--- src/rtl/uni_pkg.sv ---
// Shared types for the universal shift register: operation codes and FSM states.
package uni_pkg;

   typedef enum logic [2:0] {
      OP_HOLD = 3'b000,
      OP_LOAD = 3'b001,
      OP_SHL  = 3'b010,
      OP_SHR  = 3'b011,
      OP_ROL  = 3'b100,
      OP_ROR  = 3'b101,
      OP_ASR  = 3'b110,
      OP_CLR  = 3'b111
   } op_e;

   typedef enum logic {
      ST_IDLE = 1'b0,
      ST_RUN  = 1'b1
   } state_e;

   // Ops whose step count comes from the amt port (the rest use a fixed count).
   function automatic logic op_uses_amt(op_e op);
      return (op == OP_SHL) || (op == OP_SHR) || (op == OP_ROL) ||
             (op == OP_ROR) || (op == OP_ASR);
   endfunction

endpackage

--- src/rtl/uni_shift_reg_if.sv ---
// Command/status bundle between a requester (master) and the shift register (slave).
interface uni_shift_reg_if #(
   parameter int WIDTH = 4,
   parameter int AMT_W = $clog2(WIDTH) + 1
);
   import uni_pkg::*;

   // Handshake: start is sampled only while busy=0; a sampled start captures
   // op/amt/d/sin and raises busy on the next cycle. busy stays high until
   // the command finishes, then done pulses for exactly one cycle, during
   // which busy=0 and a new start is accepted. start while busy is dropped.
   logic             start;
   op_e              op;
   logic [AMT_W-1:0] amt;
   logic [WIDTH-1:0] d;
   logic             sin;
   logic [WIDTH-1:0] q;
   logic             sout;
   logic             busy;
   logic             done;

   modport master (
      output start, op, amt, d, sin,
      input  q, sout, busy, done
   );

   modport slave (
      input  start, op, amt, d, sin,
      output q, sout, busy, done
   );

endinterface

--- src/rtl/uni_shift_step.sv ---
// One combinational step of the shift register: the next q and the bit leaving it.
module uni_shift_step
   import uni_pkg::*;
#(
   parameter int WIDTH = 4
) (
   input  logic [WIDTH-1:0] q,
   input  op_e              op,
   input  logic             sin,
   input  logic [WIDTH-1:0] d,
   output logic [WIDTH-1:0] q_next,
   output logic             bit_out
);

   always_comb begin
      q_next  = q;
      bit_out = 1'b0;
      case (op)
         OP_LOAD: q_next = d;
         OP_CLR:  q_next = '0;
         OP_SHL: begin
            q_next  = {q[WIDTH-2:0], sin};
            bit_out = q[WIDTH-1];
         end
         OP_SHR: begin
            q_next  = {sin, q[WIDTH-1:1]};
            bit_out = q[0];
         end
         OP_ROL: begin
            q_next  = {q[WIDTH-2:0], q[WIDTH-1]};
            bit_out = q[WIDTH-1];
         end
         OP_ROR: begin
            q_next  = {q[0], q[WIDTH-1:1]};
            bit_out = q[0];
         end
         OP_ASR: begin
            q_next  = {q[WIDTH-1], q[WIDTH-1:1]};
            bit_out = q[0];
         end
         default: begin
            q_next  = q;
            bit_out = 1'b0;
         end
      endcase
   end

endmodule

--- src/rtl/uni_shift_reg.sv ---
// Universal shift register: accepts one command, applies its steps one per
// clock, then pulses done. State is exposed on dbg_state.
module uni_shift_reg
   import uni_pkg::*;
#(
   parameter int WIDTH = 4,
   parameter int AMT_W = $clog2(WIDTH) + 1
) (
   input  logic            clk,
   input  logic            rst_n,
   uni_shift_reg_if.slave  bus,
   output state_e          dbg_state
);

   localparam logic [AMT_W-1:0] AMT_MAX = AMT_W'(WIDTH);

   state_e           state_q, state_d;
   op_e              op_q, op_d;
   logic             sin_q, sin_d;
   logic [WIDTH-1:0] d_q, d_d;
   logic [AMT_W-1:0] count_q, count_d;
   logic [WIDTH-1:0] q_q, q_d;
   logic             sout_q, sout_d;
   logic             done_q, done_d;

   logic [WIDTH-1:0] step_q;
   logic             step_bit;

   // Number of steps a command takes; shift amounts saturate at WIDTH.
   function automatic logic [AMT_W-1:0] cmd_count(op_e op, logic [AMT_W-1:0] amt);
      if (op_uses_amt(op)) return (amt > AMT_MAX) ? AMT_MAX : amt;
      if (op == OP_HOLD)   return '0;
      return AMT_W'(1);
   endfunction

   uni_shift_step #(.WIDTH(WIDTH)) u_step (
      .q       (q_q),
      .op      (op_q),
      .sin     (sin_q),
      .d       (d_q),
      .q_next  (step_q),
      .bit_out (step_bit)
   );

   always_comb begin
      state_d = state_q;
      op_d    = op_q;
      sin_d   = sin_q;
      d_d     = d_q;
      count_d = count_q;
      q_d     = q_q;
      sout_d  = sout_q;
      done_d  = 1'b0;
      case (state_q)
         ST_IDLE: begin
            if (bus.start) begin
               op_d    = bus.op;
               sin_d   = bus.sin;
               d_d     = bus.d;
               count_d = cmd_count(bus.op, bus.amt);
               state_d = ST_RUN;
            end
         end
         ST_RUN: begin
            if (count_q != '0) begin
               q_d     = step_q;
               sout_d  = step_bit;
               count_d = count_q - AMT_W'(1);
            end
            // A zero-count command still spends one RUN cycle before finishing.
            if (count_q <= AMT_W'(1)) begin
               state_d = ST_IDLE;
               done_d  = 1'b1;
            end
         end
         default: state_d = ST_IDLE;
      endcase
   end

   always_ff @(posedge clk or negedge rst_n) begin
      if (!rst_n) begin
         state_q <= ST_IDLE;
         op_q    <= OP_HOLD;
         sin_q   <= 1'b0;
         d_q     <= '0;
         count_q <= '0;
         q_q     <= '0;
         sout_q  <= 1'b0;
         done_q  <= 1'b0;
      end else begin
         state_q <= state_d;
         op_q    <= op_d;
         sin_q   <= sin_d;
         d_q     <= d_d;
         count_q <= count_d;
         q_q     <= q_d;
         sout_q  <= sout_d;
         done_q  <= done_d;
      end
   end

   assign bus.q     = q_q;
   assign bus.sout  = sout_q;
   assign bus.busy  = (state_q == ST_RUN);
   assign bus.done  = done_q;
   assign dbg_state = state_q;

endmodule

--- src/flat_wrapper.sv ---
// flat-port wrapper written by rule: the top's interface ports become plain ports
module uni_shift_reg_flat import uni_pkg::*;
#(
   parameter int WIDTH = 4,
   parameter int AMT_W = $clog2(WIDTH) + 1
)
  (clk, rst_n, dbg_state, bus_start, bus_op, bus_amt, bus_d, bus_sin, bus_q, bus_sout, bus_busy, bus_done);
  uni_shift_reg_if #(.WIDTH(WIDTH), .AMT_W(AMT_W)) bus_i ();
  input  logic clk;
  input  logic rst_n;
  output state_e dbg_state;
  input wire logic [$bits(bus_i.start)-1:0] bus_start;
  input wire logic [$bits(bus_i.op)-1:0] bus_op;
  input wire logic [$bits(bus_i.amt)-1:0] bus_amt;
  input wire logic [$bits(bus_i.d)-1:0] bus_d;
  input wire logic [$bits(bus_i.sin)-1:0] bus_sin;
  output wire logic [$bits(bus_i.q)-1:0] bus_q;
  output wire logic [$bits(bus_i.sout)-1:0] bus_sout;
  output wire logic [$bits(bus_i.busy)-1:0] bus_busy;
  output wire logic [$bits(bus_i.done)-1:0] bus_done;
  assign bus_i.start = bus_start;
  assign bus_i.op = bus_op;
  assign bus_i.amt = bus_amt;
  assign bus_i.d = bus_d;
  assign bus_i.sin = bus_sin;
  assign bus_q = bus_i.q;
  assign bus_sout = bus_i.sout;
  assign bus_busy = bus_i.busy;
  assign bus_done = bus_i.done;
  uni_shift_reg #(.WIDTH(WIDTH), .AMT_W(AMT_W)) u_core (.clk(clk), .rst_n(rst_n), .bus(bus_i), .dbg_state(dbg_state));
endmodule
--- config.mk ---
export PLATFORM = sky130hd
export DESIGN_NAME = uni_shift_reg_flat
export DESIGN_NICKNAME = d
export VERILOG_FILES = /design/src/rtl/uni_pkg.sv /design/src/rtl/uni_shift_reg_if.sv /design/src/rtl/uni_shift_step.sv /design/src/rtl/uni_shift_reg.sv /design/src/flat_wrapper.sv
export SDC_FILE = /design/constraint.sdc
export NUM_CORES = 1
export LEC_CHECK = 0
export ABC_AREA = 1
export CAP_MARGIN = 20
export CELL_PAD_IN_SITES_DETAIL_PLACEMENT = 0
export CELL_PAD_IN_SITES_GLOBAL_PLACEMENT = 1
export CORE_MARGIN = 2
export CORE_UTILIZATION = 35
export DETAILED_ROUTE_END_ITERATION = 7
export GPL_TIMING_DRIVEN = 1
export PLACE_DENSITY_LB_ADDON = 0.3
export SETUP_SLACK_MARGIN = 0.02
export SLEW_MARGIN = 25
export SYNTH_ARGS = -nofsm -noshare
export SYNTH_HDL_FRONTEND = slang
export SYNTH_SLANG_ARGS = --single-unit
export TNS_END_PERCENT = 5
--- constraint.sdc ---
create_clock -name clk -period 1.7 [get_ports clk]
set_clock_uncertainty 0.2 [all_clocks]
set_input_delay 0.34 -clock clk [delete_from_list [all_inputs] [get_ports clk]]
set_output_delay 0.34 -clock clk [all_outputs]
set_load 0.01 [all_outputs]
# After elaboration in Yosys (flattened, before gate mapping)
# Cells that the tools add are included.
# classes
n_addsub	1
magnitude_cmp	2
n_eq_ne	14
muxes	22
bitwise_logic	2
reduce_logical	15
# ops
operator	count
one-hot mux 4 bit (7 select lines)	1
== test 3 bit (second input constant)	7
2-to-1 mux 3 bit	7
== test 3 x 2 -> 1 bit (second input constant)	4
2-to-1 mux 1 bit	11
nonzero test 7 bit	1
one-hot mux 3 bit (2 select lines)	1
AND reduction 2 bit	3
nonzero test 6 bit	1
logical OR 1 bit	4
!= test 2 bit (second input constant)	2
one-hot mux 1 bit (2 select lines)	2
AND reduction 4 bit	1
== test 3 x 1 -> 1 bit (second input constant)	1
greater-than comparator 3 bit (second input constant)	1
less-or-equal comparator 3 x 1 -> 1 bit (second input constant)	1
zero test 3 bit	1
AND reduction 3 bit	1
nonzero test 3 bit	1
OR reduction 3 bit	1
subtractor 3 x 1 -> 3 bit (second input constant)	1
inverter 1 bit	2
OR reduction 2 bit	1
# totals
regBits	18
output_inout_bits	8

# Logic depth before layout (Yosys ltp)
# logic_depth
depth_word	15
depth_mapped	10
mapped_depth_nobuf	9

# Hierarchy
# Synthesis repeated with hierarchy kept, for this count alone.
# hier_totals
hier_cells	178
area_unflattened_um2	1280.0
# modules_own_cells
mod	n_inst	cells_per_inst	area_per_inst_um2
uni_shift_reg	1	107	905.9
uni_shift_step	1	71	374.1

# Worst setup path after synthesis
# Ideal clock, no wire load.
# synth_path
kind	register -> register
from	register u_core.count_q[0]
to	register u_core.q_q[0], in the netlist u_core.bus.q[0]
setup_ps	117
arrival_time_ps	1162
t_required_ps	1383
path_slack_ps	221
path_stages_with_launch	10
cell_sequence	dfrtp_1 > inv_1 > ha_1 > nand2_1 > nand2_1 > clkinv_1 > o31ai_2 > inv_1 > nand2_1 > nand2_1
# synth_via
elab_chain_len	2
# synth_rtl
item	line	rtl
start, declared	uni_shift_reg.sv:21	logic [AMT_W-1:0] count_q, count_d;
start signal, assigned	uni_shift_reg.sv:95	count_q <= count_d;
nonzero test 3 bit	uni_shift_reg.sv:65	if (count_q != '0) begin
AND reduction 3 bit (no line)	n/a	
end signal, assigned	uni_shift_reg.sv:96	q_q <= q_d;
end, declared	uni_shift_reg.sv:22	logic [WIDTH-1:0] q_q, q_d;
# Every way passes these cells.
# A chain may end at the register's enable or synchronous reset.

# Worst setup path after layout
# layout_path
from	register u_core.state_q, in the netlist u_core.bus.busy
to	output bus_busy
# layout_lines
item	line	rtl
start, declared	uni_shift_reg.sv:17	state_e state_q, state_d;
start signal, assigned	uni_shift_reg.sv:91	state_q <= state_d;
end, declared	flat_wrapper.sv:19	output wire logic [$bits(bus_i.busy)-1:0] bus_busy;
# No word-level cell between the ends.

==> impl_results.md <==
* Initial antenna violation count at 0
* Synth top cells by count: nand2_1 (55), dfrtp_1 (18), inv_1 (9), nand3_1 (9), o21ai_1 (7)
* Clock sinks at 18
* Post-synth EDFFs at 0
* Core box area at between 2000 and 3000 um^2
* Leak Pwr at 0.000766 uW
* Most common cell in the netlist: nand2_1
* Final HPWL DP at 1840 um
* Initial Utilization at 0.358
* Max Slew Vio Count at 0
* CTS tree: yes
* Final min period at around 1.6 ns
* RSZ-0062 raised after global routing: no
* Critical path class: flop to output port
* Largest net degree at the start of global routing at 19
* Final Hold Vio Count at 0
* Final nets at a little under 200
* PwrDens at around 1800 nW/um^2
* Vias in the first global route at ~990
* Final Wtd Congestion at between 0.8 and 0.9
* Root buffer cell: clkbuf_4
* Setup TNS at 0 ns
* Slew of the pin with the lowest slew margin at 0.281 ns
* Clock Latency Late Sink at roughly 0.3 ns
* Global router's overall resource usage at 0.164
* Critical Path AT at roughly 1.0 ns
* Clk pin slew, worst setup/hold paths at ~0.11 ns
* TritonCTS buffer count at 3
* Die width at 59.2 um
* TritonRoute pass-1 iters at 4
* Seq/Total Area, Yosys at 0.423
* Vias at just over 1000
* Residual DRC at 0
* IO Count at 22
* Comb pwr share at 0.563
* Clock power share at 0.107
* Max incr delay on CP at roughly 0.45 ns
* Clock buffer depth at 2
* Max H-tree Level at 1
* Mapped cell area at ~1100 um^2
* Crit. End Element: output port
* Startpoint Class: flop
* Max Freq at 637 MHz
* Cell Chain, Critical Path: dlygate4sd2_1
* NetSw at between 1000 and 1500 uW
* Sequential Power Share at 0.330
* #FFs+latches synth at 18
* Die Area at between 3000 and 4000 um^2
* Sw frac at 0.447
* Crit share post-route at 0.924
* R2R Setup Slk at 0.15 ns
* Wire length per cell at ~11 um
* # Max-Cap Violations at 0
* Final setup viols at 0
* Top_reg_cell synth: dfrtp_1
* P&R area growth vs syn at 34.4%
* ANT nets after route at 0
* Crit-path slowest cell: dfrtp_2
* # diodes at 0
* Top Family by Delay on Critical Path: flip-flops
* Post-Route WL at ~2400 um
* Fraction of layout cells with a size suffix above 1 at 0.202
* Ranking of synthesized cells by area: dfrtp_1 (42%), nand2_1 (19%), nand3_1 (4.2%)
* Yosys top cell area share at 0.423
* First-pass GRT wire length at 4310 um
* R2R cell count at 9
* Critical path depth in cells at 1
* Via-to-Cell Ratio at a little under 5
* Tightest Hold Check Type: primary input to async pin
* Yosys warns at 0
* # rows at 20
* Power after layout at approximately 2600 uW
* Syn avg cell area at about 7.4 um^2
* Relative slew slack at 0.813
* Mapped Cells at around 140
* Ys async rst share at 1.00
* Max VDD drop at between 500 and 600 uV
* Net Count, Synth at between 150 and 200
* Req. time, crit path at 1.16 ns
* Port Buf Inserts at 21
* Die H at between 50 and 60 um
* Count of cell types in the netlist at 24
* CP bufs+invs at 1
* Int Pwr at 1410 uW
* DRT iter0 DRCs at 26
* Total gr overflow at 0
* Outcome: finished clean
* CP max FO at 4
* Largest area contributor in the netlist: dfrtp_1
* Hold WS at between 0.15 and 0.2 ns
-- what timing repair did --
action                     in CTS  in global routing
setup endpoints to repair       8                  6
buffers inserted                4                  1
gates resized for setup         9                  4
hold buffers                    0                  0
-- power by group through the flow --
stage                     combinational (uW)  clock (uW)  sequential, uW
after floorplan                          939           0             805
after global placement                  1360           0             861
after detailed placement                1370           0             866
after CTS                               1410         284             828
after global routing                    1660         310             875
final                                   1440         273             842
-- area by class of cell --
class	count	area, um^2
Clock buffer	4	36.3
Multi-Input combinational cell	102	523
Fill cell	305	1550
Inverter	19	71.3
Sequential cell	18	454
Timing Repair Buffer	35	305
Tap cell	33	41.3
-- per-layer routing --
metal,wire (um),vias up,track usage
met5,0,-,0
met1,1040,470,0.192
met4,27,0,0.0584
met2,1290,11,0.298
li1,-,531,-
met3,43,4,0.0262
-- cells by family after synthesis --
logic type      synth area share
simple gates               0.353
buf+inv                   0.0963
flops                      0.423
compound gates            0.0928
fa+ha+maj                 0.0353
-- state kept, by name, indices dropped and copies added, names as in the netlist --
signal / count
u_core.bus.done: 1
u_core.op_q: 3
u_core.bus.sout: 1
u_core.d_q: 4
u_core.sin_q: 1
u_core.count_q: 3
u_core.bus.q: 4
u_core.bus.busy: 1
-- path summary, 6_finish.rpt --
path	startpoint	endpoint
max	u_core.bus.busy$_DFF_PN0_	bus_busy
min	rst_n	u_core.bus.q[1]$_DFFE_PN0P_
max reg2reg	u_core.count_q[0]$_DFFE_PN0P_	u_core.bus.q[0]$_DFFE_PN0P_
min reg2reg	u_core.d_q[3]$_DFFE_PN0P_	u_core.d_q[3]$_DFFE_PN0P_
max in group asynchronous	rst_n	u_core.bus.busy$_DFF_PN0_
min in group clk	u_core.d_q[3]$_DFFE_PN0P_	u_core.d_q[3]$_DFFE_PN0P_
-- per-stage QoR --
stage,utilization,std cells,cell area [um^2],worst slack [ns]
after floorplan,-,143,1060,0.221
after detailed placement,0.454,202,1350,0.0745
after CTS,0.474,210,1410,0.105
after global placement,0.454,202,1350,0.0874
after global routing,0.481,211,1430,0.0224
final,0.481,211,1430,0.129
-- placed cells by master (no fill, tap or decap), types with 4 or more instances in the layout --
cell             synthesis  layout
inv_2                    6       6
buf_4                    2      14
inv_1                    9       9
nand3_2                  4       4
nand2_1                 55      54
clkinv_1                 4       4
a21oi_1                  4       4
dfrtp_1                 18      15
clkdlybuf4s50_1          0      13
nand3_1                  9       9
o21ai_1                  7       7
dlygate4sd2_1            0       8
nand4_1                  5       5
Note: power is estimated with default switching activity, not from simulation.
